==> config.mk <==
export PLATFORM = sky130hd
export DESIGN_NAME = layer_frame_packer
export DESIGN_NICKNAME = d
export VERILOG_FILES = /design/src/rtl/layer_frame_packer.sv
export SDC_FILE = /design/constraint.sdc
export NUM_CORES = 1
export LEC_CHECK = 0
export ABC_AREA = 1
export CAP_MARGIN = 5
export CORE_UTILIZATION = 40
export DETAILED_ROUTE_END_ITERATION = 16
export GPL_ROUTABILITY_DRIVEN = 0
export PLACE_DENSITY = 0.55
export REMOVE_ABC_BUFFERS = 1
export SYNTH_ARGS = -nofsm -noshare
export SYNTH_HDL_FRONTEND = slang
export SYNTH_SLANG_ARGS = --single-unit
==> constraint.sdc <==
create_clock -name clk_core -period 6.08 [get_ports clk_core]
set_input_delay 1.216 -clock clk_core [delete_from_list [all_inputs] [get_ports clk_core]]
set_output_delay 1.216 -clock clk_core [all_outputs]
set_load 0.01 [all_outputs]
==> src/rtl/layer_frame_packer.sv <==
// Store-and-forward packer: one frame in, [tdest][length][payload] out; output starts the cycle after input tlast.
// Input stalls (tready low) while a packet drains; output holds data/tlast steady under m_axis_tready backpressure.
module layer_frame_packer #(
   parameter int DEPTH = 64
) (
   input  logic        clk_core,
   input  logic        clk_core_rst,
   input  logic [7:0]  s_axis_tdata,
   input  logic [7:0]  s_axis_tdest,
   input  logic        s_axis_tlast,
   input  logic        s_axis_tvalid,
   output logic        s_axis_tready,
   output logic [7:0]  m_axis_tdata,
   output logic        m_axis_tlast,
   output logic        m_axis_tvalid,
   input  logic        m_axis_tready,
   output logic        stat_frame_dropped,
   output logic [15:0] stat_dropped_count,
   output logic        status_busy
);
   localparam int         AW      = $clog2(DEPTH);
   localparam logic [7:0] DEPTH_B = 8'(DEPTH);

   typedef enum logic [2:0] {IDLE, FILL, DROP, HDR_ID, HDR_LEN, PAYLOAD} state_t;

   state_t      state_q, state_d;
   logic        rst_done_q;
   logic [7:0]  tdest_q;
   logic [7:0]  count_q;
   logic [7:0]  rd_idx_q;
   logic [15:0] drop_cnt;
   logic        drop_pulse_q;
   logic [7:0]  buf_mem [DEPTH];

   logic        s_hs, m_hs, full, last_rd, drop_evt, buf_we;
   logic [AW-1:0] wr_idx;

   // rst_done_q keeps tready low while reset is held, even though the state reads IDLE
   assign s_axis_tready = rst_done_q && (state_q inside {IDLE, FILL, DROP});
   assign m_axis_tvalid = state_q inside {HDR_ID, HDR_LEN, PAYLOAD};
   assign s_hs          = s_axis_tvalid && s_axis_tready;
   assign m_hs          = m_axis_tvalid && m_axis_tready;
   assign full          = (count_q == DEPTH_B);
   assign last_rd       = (rd_idx_q == count_q - 8'd1);

   assign stat_frame_dropped = drop_pulse_q;
   assign stat_dropped_count = drop_cnt;
   assign status_busy        = (state_q != IDLE);

   always_ff @(posedge clk_core or posedge clk_core_rst) begin
      if (clk_core_rst) state_q <= IDLE;
      else              state_q <= state_d;
   end

   always_comb begin
      state_d  = state_q;
      drop_evt = 1'b0;
      unique case (state_q)
         IDLE: begin
            if (s_hs) state_d = s_axis_tlast ? HDR_ID : FILL;
         end
         FILL: begin
            if (s_hs) begin
               if (full) begin
                  // overflow byte is discarded; a tlast here ends the frame on the spot
                  state_d  = s_axis_tlast ? IDLE : DROP;
                  drop_evt = s_axis_tlast;
               end else if (s_axis_tlast) begin
                  state_d = HDR_ID;
               end
            end
         end
         DROP: begin
            if (s_hs && s_axis_tlast) begin
               state_d  = IDLE;
               drop_evt = 1'b1;
            end
         end
         HDR_ID: begin
            if (m_hs) state_d = HDR_LEN;
         end
         HDR_LEN: begin
            if (m_hs) state_d = PAYLOAD;
         end
         PAYLOAD: begin
            if (m_hs && last_rd) state_d = IDLE;
         end
         default: state_d = IDLE;
      endcase
   end

   always_comb begin
      m_axis_tdata = 8'd0;
      m_axis_tlast = 1'b0;
      case (state_q)
         HDR_ID:  m_axis_tdata = tdest_q;
         HDR_LEN: m_axis_tdata = count_q;
         PAYLOAD: begin
            m_axis_tdata = buf_mem[rd_idx_q[AW-1:0]];
            m_axis_tlast = last_rd;
         end
         default: ;
      endcase
   end

   always_ff @(posedge clk_core or posedge clk_core_rst) begin
      if (clk_core_rst) begin
         rst_done_q   <= 1'b0;
         tdest_q      <= 8'd0;
         count_q      <= 8'd0;
         rd_idx_q     <= 8'd0;
         drop_cnt     <= 16'd0;
         drop_pulse_q <= 1'b0;
      end else begin
         rst_done_q   <= 1'b1;
         drop_pulse_q <= drop_evt;
         if (drop_evt && drop_cnt != 16'hFFFF) drop_cnt <= drop_cnt + 16'd1;
         if (state_q == IDLE && s_hs) begin
            tdest_q <= s_axis_tdest;
            count_q <= 8'd1;
         end else if (state_q == FILL && s_hs && !full) begin
            count_q <= count_q + 8'd1;
         end
         if (state_q == PAYLOAD && m_hs) rd_idx_q <= last_rd ? 8'd0 : rd_idx_q + 8'd1;
      end
   end

   // payload storage carries no reset; count_q gates what is ever read back
   assign wr_idx = (state_q == IDLE) ? '0 : count_q[AW-1:0];
   assign buf_we = s_hs && (state_q == IDLE || (state_q == FILL && !full));

   always_ff @(posedge clk_core) begin
      if (buf_we) buf_mem[wr_idx] <= s_axis_tdata;
   end
endmodule

==> results.sh <==
export IMPL_outcome="finished clean"
export IMPL_clk_pin_slew_worst_paths_ns=0.06
export IMPL_post_cts_resize_count=0
export IMPL_worst_path_max_fanout=21
export IMPL_timing_max_slew_rel_slack=0.296
export IMPL_finalClockSkew_ns=0.0180
export IMPL_timing_critical_path_arrival_ns=4.11
export IMPL_crit_type="reg -> out"
export IMPL_insertion_delay_ns=0.63
export IMPL_layout_min_cycle_time_ns=5.33
export IMPL_drt_drc_violations_left=0
export IMPL_layout_core_utilization=0.454
export IMPL_max_slew_worst_pin_slew_ns=1.05
export IMPL_synthesized_flop_and_latch_total=557
export IMPL_areaGrowthSynthToFinish_pct=12.2
export IMPL_core_area_sq_mm=0.0590
export IMPL_yosysWarnings=0
export IMPL_post_synth_inst_count=2179
export IMPL_critical_path_most_common_cell="sky130_fd_sc_hd__nand2_1"
export IMPL_cts_tree="done"
export IMPL_cp_top_family="buffers and inverters"
export IMPL_drt_pre_antenna_iters=5
export IMPL_routed_via_count=16000
export IMPL_finalWirelength_mm=65.7
export IMPL_clk_path_buf_depth=3
export IMPL_grt_remaining_overflow=0
export IMPL_gr_usage_all_layers=0.219
export IMPL_cts_num_sinks=557
export IMPL_netlist_cell_type_count=39
export IMPL_area_sequential_sq_mm=0.0165
export IMPL_first_global_vias=15900
export IMPL_drt_iter0_markers=1469
export IMPL_max_vdd_ir_drop_uv=261
export IMPL_fmaxAchievable_ghz=0.188
export IMPL_numCtsBuffers=59
export IMPL_final_setup_tns_ns=0
export IMPL_die_y_um=247
export IMPL_routed_via_density=5.30
export IMPL_startpoint_type="register"
export IMPL_netlist_top_cell_by_area="sky130_fd_sc_hd__edfxtp_1"
export IMPL_multiInputGateArea_sq_mm=0.00637
export IMPL_count_of_antenna_violating_nets_left_after_detailed_routing=0
export IMPL_drive_gt1_frac=0.0751
export IMPL_final_design_area_no_fill_sq_mm=0.0268
export IMPL_finalHoldViolations=0
export IMPL_dp_hpwl_mm=38.7
export IMPL_routed_wire_length_per_instance_um=21.7
export IMPL_finalNetCount=2233
export IMPL_number_of_cells_in_the_finished_layout_apart_from_fillers=3024
export IMPL_post_cts_setup_buffers=0
export IMPL_row_count=89
export IMPL_syn_area_sq_mm=0.0239
export IMPL_cp_slowest_cell="sky130_fd_sc_hd__dfrtp_1"
export IMPL_ctsHtreeMaxLevel=2
export IMPL_synth_avg_cell_area_sq_um=11.0
export IMPL_dpl_cell_count=2920
export IMPL_crit_path_max_incr_delay_ns=0.87
export IMPL_timing_final_max_slew_violations=0
export IMPL_crit_required_ns=4.86
export IMPL_initial_utilization=0.405
export IMPL_yosys_top_cells_area="sky130_fd_sc_hd__edfxtp_1 64%, sky130_fd_sc_hd__nor2_1 8.1%, sky130_fd_sc_hd__nand2_1 5.5%"
export IMPL_ctsHoldBuffers=0
export IMPL_dpl_cell_area_sq_mm=0.0249
export IMPL_die_area_sq_mm=0.0608
export IMPL_rrSetupSlack_ns=2.71
export IMPL_grt_pass1_wl_mm=99.2
export IMPL_post_route_period_util=0.876
export IMPL_pin_count=50
export IMPL_critPathCaptureType="output pin"
export IMPL_maxCapViolations=0
export IMPL_clock_root_buffer="sky130_fd_sc_hd__clkbuf_16"
export IMPL_final_fill_count=5526
export IMPL_ys_seq_area_frac=0.690
export IMPL_pin_count_of_the_biggest_net_entering_global_routing=107
export IMPL_cellPowerDensity_mw_per_mm2=457
export IMPL_timing_critical_path_cells="buf_4 -> inv_1 -> buf_4 -> nand2_1 -> nand2_1 -> nand2_1 -> nand3_1 -> nor2_1 -> nand2_1 -> nor2_2 -> nand2_1 -> nor2_1 -> clkdlybuf4s50_1"
export IMPL_rsz0062_at_grt="no"
export IMPL_floorplan_die_width_um=247
export IMPL_placement_io_buffers=49
export IMPL_p_leak_uw=0.00941
export IMPL_finalSetupViolations=0
export IMPL_num_antenna_cells=0
export IMPL_number_of_antenna_violations_at_the_first_check_in_global_routing=0
export IMPL_timing_critical_path_buf_inv=4
export IMPL_hold_path_class="reg -> reg"
export IMPL_yosysTopAreaCellShare=0.643
## sequential cells by signal, indices dropped and copies added, names as in the netlist
register,flops
rst_done_q,1
rd_idx_q,8
count_q,8
stat_dropped_count,16
state_q,3
buf_mem,512
stat_frame_dropped,1
tdest_q,8
## kinds of logic (layout without fill, tap and decap cells)
| kind of cell | count (synthesis) | in the layout | share of synthesized area |
|---|---|---|---|
| other | 1 | 1 | 0.000157 |
| buffers and inverters | 207 | 279 | 0.0443 |
| adder cells (fa/ha/maj) | 4 | 4 | 0.00209 |
| XOR/XNOR | 24 | 24 | 0.00879 |
| AND/OR/NAND/NOR | 1045 | 1045 | 0.178 |
| flip-flops | 557 | 557 | 0.690 |
| AO/OA/AOI/OAI | 341 | 341 | 0.0769 |
## report_power, final
group          switching [uW]  internal (uW)
Clock                    1480           2080
Combinational            3040           1200
Sequential                164           4300
## worst paths after layout
| check | cells past startpoint | endpoint | start |
|---|---|---|---|
| setup / recovery | 13 | m_axis_tlast | rd_idx_q[2]$_DFFE_PP0P_ |
| hold / removal | 2 | tdest_q[0]$_DFFE_PP0P_ | tdest_q[0]$_DFFE_PP0P_ |
| setup reg to reg | 11 | buf_mem[14][2]$_DFFE_PP_ | count_q[0]$_DFFE_PP0P_ |
| hold reg to reg | 2 | tdest_q[0]$_DFFE_PP0P_ | tdest_q[0]$_DFFE_PP0P_ |
| max in group asynchronous | 3 | rd_idx_q[0]$_DFFE_PP0P_ | clk_core_rst |
| min in group asynchronous | 3 | stat_dropped_count[2]$_DFFE_PP0P_ | clk_core_rst |
## cells in the mapped netlist
master                       n
sky130_fd_sc_hd__inv_4       1
sky130_fd_sc_hd__a21oi_1    13
sky130_fd_sc_hd__nand2_4     2
sky130_fd_sc_hd__a31oi_1     6
sky130_fd_sc_hd__nor3_1     13
sky130_fd_sc_hd__a21oi_4     1
sky130_fd_sc_hd__nor2_1    515
sky130_fd_sc_hd__buf_4      21
sky130_fd_sc_hd__clkbuf_1   34
sky130_fd_sc_hd__buf_1       8
sky130_fd_sc_hd__xnor2_1     7
sky130_fd_sc_hd__nor2_2     11
sky130_fd_sc_hd__nand2_2     9
sky130_fd_sc_hd__nand4_1     6
sky130_fd_sc_hd__nor3_2      2
sky130_fd_sc_hd__dfrtp_1    45
sky130_fd_sc_hd__o21ai_0   241
sky130_fd_sc_hd__ha_1        4
sky130_fd_sc_hd__nand3_2     2
sky130_fd_sc_hd__o211ai_1   40
sky130_fd_sc_hd__nand4_2     1
sky130_fd_sc_hd__inv_2      12
sky130_fd_sc_hd__conb_1      1
sky130_fd_sc_hd__nand3_1   122
sky130_fd_sc_hd__buf_2      21
sky130_fd_sc_hd__xor2_1     17
sky130_fd_sc_hd__edfxtp_1  512
sky130_fd_sc_hd__o21ai_1    31
sky130_fd_sc_hd__nor2_4      2
sky130_fd_sc_hd__or2_2       7
sky130_fd_sc_hd__buf_6      21
sky130_fd_sc_hd__nor3b_1     1
sky130_fd_sc_hd__inv_1      82
sky130_fd_sc_hd__o22ai_1     8
sky130_fd_sc_hd__nor4_1      4
sky130_fd_sc_hd__o21bai_1    1
sky130_fd_sc_hd__nand2_1   348
sky130_fd_sc_hd__buf_12      1
sky130_fd_sc_hd__clkinv_1    6
## final cells by class
cell class | instances | area share
clock inverter | 30 | 0.0109
multi-input combinational | 1415 | 0.237
clock buffer | 74 | 0.0591
tap | 773 | 0.0361
sequential | 557 | 0.616
timing repair buffer | 74 | 0.0266
inverter | 101 | 0.0144
## worst min-delay path, cell delays in order (launching register included)
cell and delay, ns:
sky130_fd_sc_hd__dfrtp_1 0.35, sky130_fd_sc_hd__nand2_1 0.06, sky130_fd_sc_hd__nand2_1 0.05
## metrics by stage
stage	hold WS, ns	total power, uW	worst slack [ns]
3_3_place_gp	0.463	8750	1.46
4_1_cts	0.494	12300	0.766
2_1_floorplan	0.443	7160	-3.51
5_1_grt	0.534	12900	0.490
3_5_place_dp	0.478	8760	1.45
6_report	0.489	12300	0.752
## cell usage in the layout (no fill, tap or decap), types with 9 or more instances in the layout
cell type                         synthesis  routed
sky130_fd_sc_hd__nand2_1                348     348
sky130_fd_sc_hd__xor2_1                  17      17
sky130_fd_sc_hd__o21ai_0                241     241
sky130_fd_sc_hd__nand2_2                  9       9
sky130_fd_sc_hd__buf_4                   21      19
sky130_fd_sc_hd__o211ai_1                40      40
sky130_fd_sc_hd__nor2_2                  11      11
sky130_fd_sc_hd__edfxtp_1               512     512
sky130_fd_sc_hd__clkinv_1                 6      17
sky130_fd_sc_hd__inv_2                   12      12
sky130_fd_sc_hd__nand3_1                122     122
sky130_fd_sc_hd__nor3_1                  13      12
sky130_fd_sc_hd__clkbuf_1                34      12
sky130_fd_sc_hd__a21oi_1                 13      13
sky130_fd_sc_hd__nor2_1                 515     514
sky130_fd_sc_hd__clkbuf_16                0      61
sky130_fd_sc_hd__clkinv_2                 0      11
sky130_fd_sc_hd__inv_1                   82      81
sky130_fd_sc_hd__clkdlybuf4s50_1          0      41
sky130_fd_sc_hd__o21ai_1                 31      31
sky130_fd_sc_hd__dfrtp_1                 45      43
## layer usage
metal / share of wire / up-vias / track usage
met5: 0 / - / 0
met4: 0.029 / 0 / 0.0695
met3: 0.068 / 115 / 0.0481
li1: - / 7550 / -
met2: 0.46 / 505 / 0.346
met1: 0.44 / 7855 / 0.300
Note: power is estimated with default switching activity, not from simulation.
